==> src/rtl/ps2_key_ctrl.sv <==
// PS/2 keyboard sequencer: tracks E0/F0 prefix state, applies shift and
// caps-lock to the scancode-to-ASCII lookup result, and queues resolved
// characters in a small FIFO. Also keeps a keystroke counter and a held-key
// indicator for the front panel.
module ps2_key_ctrl #(
  parameter int DEPTH     = 4,
  parameter bit REPEAT_EN = 1'b1
) (
  input  logic       clk,
  input  logic       clrn,
  input  logic [7:0] in_data,
  input  logic       in_valid,
  output logic       in_ready,
  output logic [7:0] lut_key,
  input  logic [7:0] lut_asc,
  output logic [7:0] out_data,
  output logic       out_valid,
  input  logic       out_ready,
  output logic [7:0] key_cnt,
  output logic       held,
  output logic [7:0] held_code,
  output logic       caps,
  output logic       overflow
);

  localparam int AW = (DEPTH > 2) ? $clog2(DEPTH) : 1;

  typedef enum logic [2:0] {IDLE, EXT, BRK, EXT_BRK, LOOK} state_t;

  state_t            state_q, state_d;
  logic [7:0]        lut_key_q, lut_key_d;
  logic              shift_q, shift_d;
  logic              caps_q, caps_d;
  logic              held_q, held_d;
  logic [7:0]        held_code_q, held_code_d;
  logic [7:0]        key_cnt_q, key_cnt_d;
  logic              overflow_q, overflow_d;
  logic [7:0]        mem_q [DEPTH];
  logic [7:0]        mem_d [DEPTH];
  logic [AW-1:0]     wr_ptr_q, wr_ptr_d;
  logic [AW-1:0]     rd_ptr_q, rd_ptr_d;
  logic [AW:0]       cnt_q, cnt_d;

  logic              accept, push_req, push_ok, pop, full, is_new;
  logic [7:0]        push_data;

  assign full = (cnt_q == (AW+1)'(DEPTH));

  // Prefix/make/break sequencing, LOOK resolution and FIFO bookkeeping
  always_comb begin
    state_d     = state_q;
    lut_key_d   = lut_key_q;
    shift_d     = shift_q;
    caps_d      = caps_q;
    held_d      = held_q;
    held_code_d = held_code_q;
    key_cnt_d   = key_cnt_q;
    overflow_d  = overflow_q;
    mem_d       = mem_q;
    wr_ptr_d    = wr_ptr_q;
    rd_ptr_d    = rd_ptr_q;
    cnt_d       = cnt_q;
    push_req    = 1'b0;
    is_new      = 1'b0;
    accept      = in_valid && (state_q != LOOK);

    // Letters flip case when exactly one of shift/caps is active
    if ((lut_asc >= 8'd97) && (lut_asc <= 8'd122) && (shift_q ^ caps_q))
      push_data = lut_asc - 8'd32;
    else
      push_data = lut_asc;

    unique case (state_q)
      IDLE: if (accept) begin
        if (in_data == 8'hE0)      state_d = EXT;
        else if (in_data == 8'hF0) state_d = BRK;
        else if ((in_data == 8'h12) || (in_data == 8'h59)) shift_d = 1'b1;
        else if (in_data == 8'h58) begin
          // Typematic repeats of a held caps key must not re-toggle
          if (held_code_q != 8'h58) caps_d = ~caps_q;
          held_code_d = 8'h58;
        end else begin
          lut_key_d = in_data;
          state_d   = LOOK;
        end
      end
      EXT: if (accept) state_d = (in_data == 8'hF0) ? EXT_BRK : IDLE;
      EXT_BRK: if (accept) state_d = IDLE;
      BRK: if (accept) begin
        if ((in_data == 8'h12) || (in_data == 8'h59)) shift_d = 1'b0;
        if (in_data == held_code_q) begin
          held_d      = 1'b0;
          held_code_d = 8'h00;
        end
        state_d = IDLE;
      end
      LOOK: begin
        state_d = IDLE;
        if (lut_asc != 8'h00) begin
          is_new = !held_q || (lut_key_q != held_code_q);
          if (is_new) begin
            push_req    = 1'b1;
            key_cnt_d   = key_cnt_q + 8'd1;
            held_d      = 1'b1;
            held_code_d = lut_key_q;
          end else begin
            push_req = REPEAT_EN;
          end
        end
      end
      default: state_d = IDLE;
    endcase

    // A pop in the same cycle frees the slot, so a full FIFO still accepts
    pop     = (cnt_q != '0) && out_ready;
    push_ok = push_req && (!full || pop);
    if (push_req && full && !pop) overflow_d = 1'b1;

    if (push_ok) begin
      mem_d[wr_ptr_q] = push_data;
      wr_ptr_d        = wr_ptr_q + 1'b1;
    end
    if (pop) rd_ptr_d = rd_ptr_q + 1'b1;
    if (push_ok && !pop)      cnt_d = cnt_q + 1'b1;
    else if (!push_ok && pop) cnt_d = cnt_q - 1'b1;
  end

  // State register with asynchronous active-low clear
  always_ff @(posedge clk or negedge clrn) begin
    if (!clrn) begin
      state_q     <= IDLE;
      lut_key_q   <= 8'h00;
      shift_q     <= 1'b0;
      caps_q      <= 1'b0;
      held_q      <= 1'b0;
      held_code_q <= 8'h00;
      key_cnt_q   <= 8'h00;
      overflow_q  <= 1'b0;
      wr_ptr_q    <= '0;
      rd_ptr_q    <= '0;
      cnt_q       <= '0;
      for (int i = 0; i < DEPTH; i++) mem_q[i] <= 8'h00;
    end else begin
      state_q     <= state_d;
      lut_key_q   <= lut_key_d;
      shift_q     <= shift_d;
      caps_q      <= caps_d;
      held_q      <= held_d;
      held_code_q <= held_code_d;
      key_cnt_q   <= key_cnt_d;
      overflow_q  <= overflow_d;
      wr_ptr_q    <= wr_ptr_d;
      rd_ptr_q    <= rd_ptr_d;
      cnt_q       <= cnt_d;
      mem_q       <= mem_d;
    end
  end

  assign in_ready  = (state_q != LOOK);
  assign lut_key   = lut_key_q;
  assign out_valid = (cnt_q != '0);
  assign out_data  = out_valid ? mem_q[rd_ptr_q] : 8'h00;
  assign key_cnt   = key_cnt_q;
  assign held      = held_q;
  assign held_code = held_code_q;
  assign caps      = caps_q;
  assign overflow  = overflow_q;

endmodule

==> config.mk <==
export PLATFORM = sky130hd
export DESIGN_NAME = ps2_key_ctrl
export DESIGN_NICKNAME = d
export VERILOG_FILES = /design/src/rtl/ps2_key_ctrl.sv
export SDC_FILE = /design/constraint.sdc
export NUM_CORES = 1
export LEC_CHECK = 0
export ABC_AREA = 1
export CAP_MARGIN = 10
export CORE_MARGIN = 2
export CORE_UTILIZATION = 50
export DETAILED_ROUTE_END_ITERATION = 8
export HOLD_SLACK_MARGIN = 0.12
export PLACE_DENSITY = 0.86
export RECOVER_POWER = 50
export SKIP_CTS_REPAIR_TIMING = 1
export SYNTH_ARGS = -nofsm -noshare
export SYNTH_HDL_FRONTEND = slang
export SYNTH_SLANG_ARGS = --single-unit
==> constraint.sdc <==
create_clock -name clk -period 2.2 [get_ports clk]
set_clock_uncertainty 0.15 [all_clocks]
set_input_delay 0.44 -clock clk [delete_from_list [all_inputs] [get_ports clk]]
set_output_delay 0.44 -clock clk [all_outputs]
set_load 0.03 [all_outputs]
# Yosys cells after proc, flatten, opt, wreduce, memory -nomap -nowiden

Index checks and enable logic that the tools add are counted.

Register bits after elaboration: 70
Word-level logic and storage cells: 138
Input bits: 20
Output and inout bits: 37

Reduce and logical (&&, ||, !) cells: 32
Magnitude comparators: 5
Bitwise logic cells: 8
Muxes and demuxes: 43
Equal/unequal tests: 29
$add $sub $neg: 6

Operators by type and width:

| operator            | number |
|---|---|
| $mux 8              | 14 |
| $bwmux 32           | 1 |
| $mux 3              | 9 |
| $ne 2x2->1 const B  | 12 |
| $pmux 8 s3          | 1 |
| $bmux 8 s2          | 1 |
| $demux 8 s2         | 1 |
| $eq 8x7->1 const B  | 2 |
| $eq 8x8->1 const B  | 2 |
| $reduce_and 7->1    | 2 |
| $mux 1              | 12 |
| $logic_and 1x1->1   | 10 |
| $reduce_and 10->1   | 1 |
| $reduce_and 5->1    | 2 |
| $pmux 3 s3          | 1 |
| $add 8x1->8 const B | 1 |
| $eq 8x5->1 const B  | 1 |
| $eq 8x8->1          | 1 |
| $ge 8x7->1 const B  | 1 |
| $le 8x7->1 const B  | 1 |
| $ne 4x4->1 const B  | 2 |
| $ne 8x7->1 const B  | 1 |
| $ne 8x8->1          | 1 |
| $reduce_bool 8->1   | 1 |
| 24 further kinds    | 42 |

# Longest topological paths before layout

Depth in word-level cells: 8
Mapped depth: 12
Gate-level depth less buffers: 12

# Least setup slack after synthesis

OpenSTA, ideal clock, no wires.

Path type: register to register
Start: register cnt_q[0]
End: register cnt_q[1]
Cell stages (with the launch flop): 10
Setup time: 0.125 ns
Clock period less this slack: 2.383 ns
Slack: -0.183 ns
Required time: 1.925 ns
Arrival time: 2.108 ns
Path buffers: 0
Cell sequence: dfrtp_1 > nor2_1 > nand2_1 > clkinv_1 > nor2_1 > inv_1 > ha_1 > inv_1 > fa_1 > mux2_2

Elaborated cells on any way between the ends: 15
Classes of those cells: add/sub (2); eq/ne (1); mux (2); reduce/logical (10)

RTL lines:

| what                     | RTL line | text |
|---|---|---|
| start: declaration       | 42       | `logic [AW:0] cnt_q, cnt_d;` |
| start signal: assignment | 154      | `cnt_q <= cnt_d;` |
| $reduce_bool 3->1 *      | --       |  |
| net out_valid            | 17       | `output logic out_valid,` |
| $logic_and 1x1->1 *      | 115      | `pop = (cnt_q != '0) && out_ready;` |
| $logic_or 1x1->1         | 116      | `push_ok = push_req && (!full \|\| pop);` |
| $logic_and 1x1->1        | 116      |  |
| $logic_and 1x1->1 *      | 124      | `if (push_ok && !pop) cnt_d = cnt_q + 1'b1;` |
| $mux 3 *                 | 124      |  |
| net cnt_d[1]             | 42       |  |

The timed path passes the listed nets; every way through them passes the cells marked *. The select of a mux whose other input is x is not followed.
A chain may end at the register's enable or synchronous reset.

# Worst setup path in the final report

Start: register rd_ptr_q[0]
End: output out_data[0]

Cells in the longest elaborated chain, start to end: 5

RTL lines:

| what                                       | RTL line | text |
|---|---|---|
| start: declaration                         | 41       | `logic [AW-1:0] rd_ptr_q, rd_ptr_d;` |
| start signal: assignment                   | 153      | `rd_ptr_q <= rd_ptr_d;` |
| $not 2->3 (not written as such)            | 162      | `assign out_data = out_valid ? mem_q[rd_ptr_q] : 8'h00;` |
| $bmux 8 s2                                 | 162      |  |
| $mux 8 (not written as such) (2 in series) | 162      |  |
| $mux 8                                     | 162      |  |
| end: declaration                           | 16       | `output logic [7:0] out_data,` |

No other way between the ends. The select of a mux whose other input is x is not followed.

==> flow_summary.yaml <==
run_status:
  status: "finished, violations left"
  violations: "setup timing"
worst_hold_path:
  hold_path.class: "reg -> reg"
drt:
  routedWlPerCell_um: 14.2
  route.detailed.drc: 0
  wl_um: 10100
  vias_per_cell: 5.15
  ant_nets: 0
  drt-initial-drc-count: 186
  vias: 3675
  firstDrtPassIters: 5
timing:
  fin_crit_ns: 2.31
  period_share_pct: 105
  drv_slew: 0
  clock.fmax_mhz: 433
  slew_headroom_pct: 20.2
  rsz0062_at_grt: "true"
  setup_viol: 10
  worst_slack_ns: -0.108
  worst_pin_slew_ns: 1.20
  hold_viol: 0
critical_path:
  cp.arrival_ns: 1.72
  cp-end-kind: "primary output"
  cp-start-kind: "flop"
  crit_required_ns: 1.61
  ff2ff_setup_slack_ns: -0.04
  path_class: "reg -> out"
  worst-path-max-fanout: 8
logic_synthesis:
  synth_area_mm2: 0.00398
  synthCells: 508
  avgSynthCellArea_um2: 7.84
  ys_warn_count: 0
  synthTopCellsByArea: "dfrtp_1 44%, nand2_1 14%, inv_1 7.1%"
  synth_top_area_cell: "dfrtp_1"
  yosysUniqueCellTypes: 34
  synth_top_area_share_pct: 44.0
  yosysSeqAreaShare_pct: 44.0
  synth_nets: 536
  synth-seq-cells: 70
die:
  dieArea_mm2: 0.00869
  fp-row-count: 32
  num_io_pins: 57
  die_x_um: 93.2
  die_h_um: 93.2
  initial_core_util_pct: 51.5
  coreArea_mm2: 0.00773
clock_tree:
  cts_tree: "built"
  cts_max_path_buffers: 2
  root_buffer: "clkbuf_8"
  clock-sinks: 70
  h-tree-depth: 3
  clock_latency_ns: 0.35
  clk_pin_slew_worst_paths_ns: 0.09
  cts_buffers: 9
final_layout:
  area_delta_synth_final_pct: 28.4
  final_cell_mix: "147 x nand2_1, 71 x inv_1, 69 x dfrtp_1"
  diodes: 0
  drive_gt1_share_pct: 16.2
  finalInstanceArea_mm2: 0.00511
  fin_nets: 634
  utilization_pct: 66.2
  layout.cells.non_filler: 713
  mostFrequentLayoutCell: "nand2_1"
power_and_ir_drop:
  netSwitchingFraction_pct: 44.5
  clock_power_share_pct: 16.4
  p_int_mw: 3.41
  comb_power_share_pct: 49.5
  leakage_nw: 2.60
  power.share.sequential_pct: 34.1
  p_switching_mw: 2.74
  vdd_drop_max_v: 0.000599
  total_power_mw: 6.14
  pwr_density_cell_mw_per_mm2: 1200
job:
  cap_violations: 0
grt:
  grt_start_max_net_pins: 50
  overflow: 0
  grt_pass1_vias: 3789
  antenna_found_initial: 0
  grt_first_pass_wirelength_um: 17100
  grt_util_all_layers_pct: 24.8
placed_design:
  place_area_mm2: 0.00483
  placedCellCount: 689
  place_congestion: 0.934
  dp.final_hpwl_um: 7250
  dp_slack_ns: -0.555
  port_buffers: 56
## power by group through the flow
stage	sequential (mW)	combinational [mW]	clock (mW)
final	2.09	3.04	1.01
after detailed placement	2.10	2.86	0
after CTS	2.08	2.88	1.03
after floorplan	2.23	1.66	0
after global routing	2.14	3.33	1.09
after global placement	2.07	2.76	0
## Yosys cell counts, drive strengths merged
master,n
a21oi,27
xor2,10
o21a,4
o21bai,2
nand2,149
a21boi,1
dfrtp,70
fa,1
mux2,1
clkbuf,2
and3,1
ha,7
nor3,7
mux2i,1
nand3,31
inv,77
nand4,6
o21ai,61
clkinv,2
buf,7
nor2,33
xnor2,8
## worst paths after layout
path / from / to / cells after the start
max in group asynchronous: clrn / rd_ptr_q[0] / 3
min in group asynchronous: clrn / mem_q[10] / 3
min: mem_q[29] / mem_q[29] / 1
max: rd_ptr_q[0] / out_data[0] / 6
min reg2reg: mem_q[29] / mem_q[29] / 1
max reg2reg: state_q[2] / cnt_q[1] / 8
## final cells by class
class / instances / area [um^2]
Fill cell: 650 / 2610
Multi-Input combinational cell: 350 / 1890
Sequential cell: 70 / 1750
Timing Repair Buffer: 96 / 860
Inverter: 79 / 302
Tap cell: 102 / 128
Clock buffer: 9 / 124
Clock inverter: 7 / 61.3
## state kept, by name, indices dropped and copies added (netlist names), 2 cells and up
signal,flops
rd_ptr_q,2
lut_key,8
state_q,3
key_cnt,8
held_code,8
cnt_q,3
wr_ptr_q,2
mem_q,32
## worst max-delay path: stages (launching register included)
cell	delay (ns)
dfrtp_2	0.42
clkinvlp_4	0.20
buf_4	0.20
a21oi_1	0.11
o21ai_0	0.10
a21oi_1	0.14
buf_4	0.18
## cells by family after synthesis
family,Yosys count,synth area share (%)
AND/OR/NAND/NOR,227,27.0
AO/OA/AOI/OAI,95,12.7
buffers and inverters,88,9.21
flip-flops,70,44.0
XOR/XNOR,18,3.96
adder cells (fa/ha/maj),8,2.70
multiplexers,2,0.534
## metrics by stage
step                hold WS (ns)  setup TNS [ns]
floorplan               -0.00559        -0.00728
global placement           0.293           -3.39
detailed placement         0.287           -6.00
CTS                       -0.100           -1.22
global route               0.343           -1.49
finish                     0.344          -0.661
## routing by layer
layer | up-vias | share of wire [%] | track usage, %
met2 | 131 | 51 | 42.3
met5 | - | 0 | 0
li1 | 1803 | - | -
met4 | 0 | 1.3 | 9.44
met1 | 1730 | 43 | 31.6
met3 | 11 | 5.7 | 4.35
(Power assumes the default switching activity.)
